### config.mk
export PLATFORM = sky130hd
export DESIGN_NAME = pipe_skid_stage
export DESIGN_NICKNAME = d
export VERILOG_FILES = /design/src/rtl/pipe_skid_stage.sv
export SDC_FILE = /design/constraint.sdc
export NUM_CORES = 1
export LEC_CHECK = 0
export ABC_AREA = 1
export BUFFER_PORTS_ARGS = -buffer_cell sky130_fd_sc_hd__buf_4
export CORE_ASPECT_RATIO = 0.5
export CORE_MARGIN = 3
export CORE_UTILIZATION = 51
export CTS_CLUSTER_DIAMETER = 120
export DETAILED_ROUTE_END_ITERATION = 7
export GPL_TIMING_DRIVEN = 0
export PLACE_DENSITY_LB_ADDON = 0.25
export SYNTH_ARGS = -nofsm -noshare
export SYNTH_HDL_FRONTEND = slang
export SYNTH_SLANG_ARGS = --single-unit
### constraint.sdc
create_clock -name clk -period 2.3 [get_ports clk]
set_input_delay 0.115 -clock clk [delete_from_list [all_inputs] [get_ports clk]]
set_output_delay 0.115 -clock clk [all_outputs]
set_load 0.01 [all_outputs]
### src/rtl/pipe_skid_stage.sv
// Elastic pipeline stage: a main slot plus one skid slot behind valid/ready handshakes.
// The skid slot decouples in_ready from out_ready so it can still run at full throughput.
module pipe_skid_stage #(
    parameter int WIDTH      = 32,
    parameter int FLUSH_ZERO = 1,
    parameter int CNT_WIDTH  = 16
) (
    input  logic                 clk,
    input  logic                 rst,
    input  logic                 flush,
    input  logic                 in_valid,
    output logic                 in_ready,
    input  logic [WIDTH-1:0]     in_data,
    output logic                 out_valid,
    input  logic                 out_ready,
    output logic [WIDTH-1:0]     out_data,
    output logic [1:0]           occupancy,
    output logic [CNT_WIDTH-1:0] stall_cnt
);

    // The encoding doubles as the occupancy count.
    typedef enum logic [1:0] {
        EMPTY = 2'd0,
        BUSY  = 2'd1,
        FULL  = 2'd2
    } state_t;

    state_t               state_q, state_d;
    logic [WIDTH-1:0]     main_q, main_d;
    logic [WIDTH-1:0]     skid_q, skid_d;
    logic [CNT_WIDTH-1:0] stall_q, stall_d;
    logic                 in_xfer;
    logic                 out_xfer;

    assign in_ready  = !rst && (state_q != FULL);
    assign out_valid = (state_q != EMPTY);
    assign out_data  = main_q;
    assign occupancy = state_q;
    assign stall_cnt = stall_q;

    assign in_xfer  = in_valid && in_ready;
    assign out_xfer = out_valid && out_ready;

    always_comb begin
        state_d = state_q;
        main_d  = main_q;
        skid_d  = skid_q;
        stall_d = stall_q;

        // The stall counter keeps counting through a flush and sticks at all-ones.
        if (out_valid && !out_ready && (stall_q != {CNT_WIDTH{1'b1}})) begin
            stall_d = stall_q + CNT_WIDTH'(1);
        end

        if (flush) begin
            state_d = EMPTY;
            if (FLUSH_ZERO != 0) begin
                main_d = '0;
                skid_d = '0;
            end
        end else begin
            case (state_q)
                EMPTY: begin
                    if (in_xfer) begin
                        state_d = BUSY;
                        main_d  = in_data;
                    end
                end
                BUSY: begin
                    if (in_xfer && out_xfer) begin
                        main_d = in_data;
                    end else if (in_xfer) begin
                        state_d = FULL;
                        skid_d  = in_data;
                    end else if (out_xfer) begin
                        state_d = EMPTY;
                    end
                end
                FULL: begin
                    if (out_xfer) begin
                        state_d = BUSY;
                        main_d  = skid_q;
                    end
                end
                default: begin
                    state_d = EMPTY;
                end
            endcase
        end
    end

    always_ff @(posedge clk) begin
        if (rst) begin
            state_q <= EMPTY;
            main_q  <= '0;
            skid_q  <= '0;
            stall_q <= '0;
        end else begin
            state_q <= state_d;
            main_q  <= main_d;
            skid_q  <= skid_d;
            stall_q <= stall_d;
        end
    end

endmodule

==> results.tsv <==
metric	value	unit
wire length per cell	12.5	um
CP required	2.56	ns
CTS tree	done	
Critical Path Sink Type	register	
Synth cell types	26	
top cells by count, synth	nand2_1 (183), nor2_1 (96), dfxtp_1 (82)	
CTS buffer count	9	
die height	66.2	um
n_diodes	0	
total vias in the final route	3729	
DP HPWL	6660	um
Post-synth top flop	dfxtp_1	
GRT Overall Usage	0.232	
setup TNS	0	ns
cell count after synthesis	550	
period utilization	0.788	
worst setup margin	0.487	ns
area of the core	6860	um^2
clk_skew	0.00826	ns
Area contributors post-synth	dfxtp_1 (44%), nand2_1 (19%), nor2_1 (9.8%)	
routability cong.	0.813	
fillers	650	
measured slew at the worst slew-check pin	0.588	ns
max_slew headroom	0.607	
Setup CP Type	register to register	
post-placement setup slack	0.482	ns
pin count of the biggest net entering global routing	14	
Port Buffers	88	
share of the synthesized area in the top cell type	0.445	
DIE AREA	8360	um^2
sequential fraction of the synthesis area	0.445	
Register Area	1640	um^2
number of synthesized flops with an enable pin	0	
DRT antenna net count	0	
beginning of the worst hold path	in_data[14]	
clock share of power	0.455	
total grt overflow	0	
# setup viols final	0	
HP Class	input port to register	
drt initial violations	311	
Worst Hold Path EP	skid_q[14]	
Clk Tree Root Cell	clkbuf_16	
clk_lat worst skew	0.34	ns
final max-slew violation count	0	
synth warn	0	
Die Width	126	um
Vias/cell	5.00	
Pint	2420	uW
antenna violations before repair	0	
Pwr Density	657	nW/um^2
Leakage	0.00214	uW
final hold violation count	0	
syn_nets	588	
count leader, synth	nand2_1	
post-layout min period	1.81	ns
Reg-to-Reg End	stall_cnt[5]	
clock-pin slew on the worst setup and hold paths	0.06	ns
Layout area overhead	29.3	%
Pwr Total	3130	uW
Synth Cell Area	3690	um^2
first-pass GRT wire length	15500	um
Synth Register Bits	82	
combinational power share	0.082	
layout cell share with drive strength beyond 1	0.188	
WL final	9350	um
DRT Pass-1 Iters	5	
ys async rst share	0	
# Max-Cap Violations	0	
number of cells on the worst reg-to-reg path	7	
CTS Sinks	82	
f_max	552	MHz
Sw Ratio	0.229	
status	completed	
r2r setup slk	0.49	ns
Avg Cell Area, Syn	6.71	um^2
Flop pwr share	0.463	
IO Pins	89	
Setup Fix Bufs, Post-CTS	0	
switching power total	717	uW
unrepaired setup endpoints after global routing	false	
worst r2r src	stall_cnt[0]	
Max clock buf depth	2	
Yosys top cell by area	dfxtp_1	
dpl cells	730	
Crit path arrival time	2.07	ns
non-filler cells, final	746	
H-tree depth	3	
number of global-route vias before repair	3300	
VDD IR max	0.440	mV
layout net count	688	
CP Max Fanout	10	
Initial Utilization	0.538	
Startpoint Class	register	
# rows	21	
detailed-route DRC error count	0	
WHS Path Cells	3	
Multi-input gate area	1860	um^2
[what timing repair did]
action                                  4_1_cts  5_1_grt
gates resized for setup                       0        0
endpoints found under the setup margin        0        0
hold buffers                                  1        0
hold endpoints to repair                      2        0
[cell usage in the layout (no fill, tap or decap), drive strengths merged]
cell and count:
clkinv 1, clkinvlp 1, xnor2 2, buf 100, nand4 5, xor2 4, dfxtp 82, a21oi 45
clkbuf 28, bufinv 1, nor3 2, ha 1, inv 18, o21ai 35, nor2 100, dlygate4sd3 1
a31oi 1, nand3 43, nand2 184
[area by class of cell]
cell class / count / share of cell area
Clock inverter: 4 / 0.0108
Timing Repair Buffer: 89 / 0.141
Buffer: 29 / 0.0262
Inverter: 17 / 0.0134
Sequential cell: 82 / 0.344
Multi-Input combinational cell: 422 / 0.390
Clock buffer: 11 / 0.0509
Tap cell: 92 / 0.0241
[registers in the layout (all words and copies together) (netlist names)]
signal     count
occupancy      2
out_data      32
skid_q        32
stall_cnt     16
[worst max-delay path: stages, from the launching register on]
cell     delay (ns)
dfxtp_1        0.45
ha_1           0.25
nand2_1        0.07
nor2_1         0.16
nand2_1        0.13
o21ai_2        0.42
nand2_1        0.09
a21oi_1        0.17
[routing by layer]
metal / vias up / GRT usage / share of wire / wire length (um)
met5: - / 0 / 0 / 0
met4: 0 / 0.0762 / 0.011 / 100
met3: 10 / 0.0548 / 0.052 / 484
met2: 79 / 0.371 / 0.46 / 4310
met1: 1678 / 0.312 / 0.48 / 4460
li1: 1962 / - / - / -
[worst max-delay path by stage]
stage,start,endpoint,slack [ns],cells past startpoint
after floorplan,stall_cnt[0],stall_cnt[11],0.71,9
after global placement,stall_cnt[0],stall_cnt[14],0.53,7
after detailed placement,stall_cnt[0],stall_cnt[5],0.48,7
after CTS,stall_cnt[0],stall_cnt[5],0.46,7
after global routing,stall_cnt[0],stall_cnt[1],0.32,7
final,stall_cnt[0],stall_cnt[5],0.49,7
[power by group through the flow]
| stage | logic, uW | registers [uW] | clock network [uW] |
|---|---|---|---|
| after global routing | 289 | 1450 | 1500 |
| after floorplan | 124 | 1490 | 0 |
| final | 257 | 1450 | 1430 |
| after detailed placement | 255 | 1480 | 0 |
| after CTS | 257 | 1450 | 1450 |
| after global placement | 252 | 1480 | 0 |
[cells by family after synthesis]
kind of cell / Yosys count / share of synthesized area
AOI/OAI and AO/OA: 81 / 0.117
xor gates and xnor gates: 6 / 0.0142
adders and majority gates: 1 / 0.00339
buffers and inverters: 46 / 0.0512
DFF: 82 / 0.445
and+or+nand+nor: 334 / 0.369
[through the flow]
stage	cell area (um^2)	utilization	hold slack, ns
after CTS	4770	0.696	0.00135
after global routing	4770	0.696	0.0132
after detailed placement	4470	0.651	0.339
final	4770	0.696	0.00747
after global placement	4470	0.651	0.329
after floorplan	3690	-	0.184
Note: power is estimated with default switching activity, not from simulation.
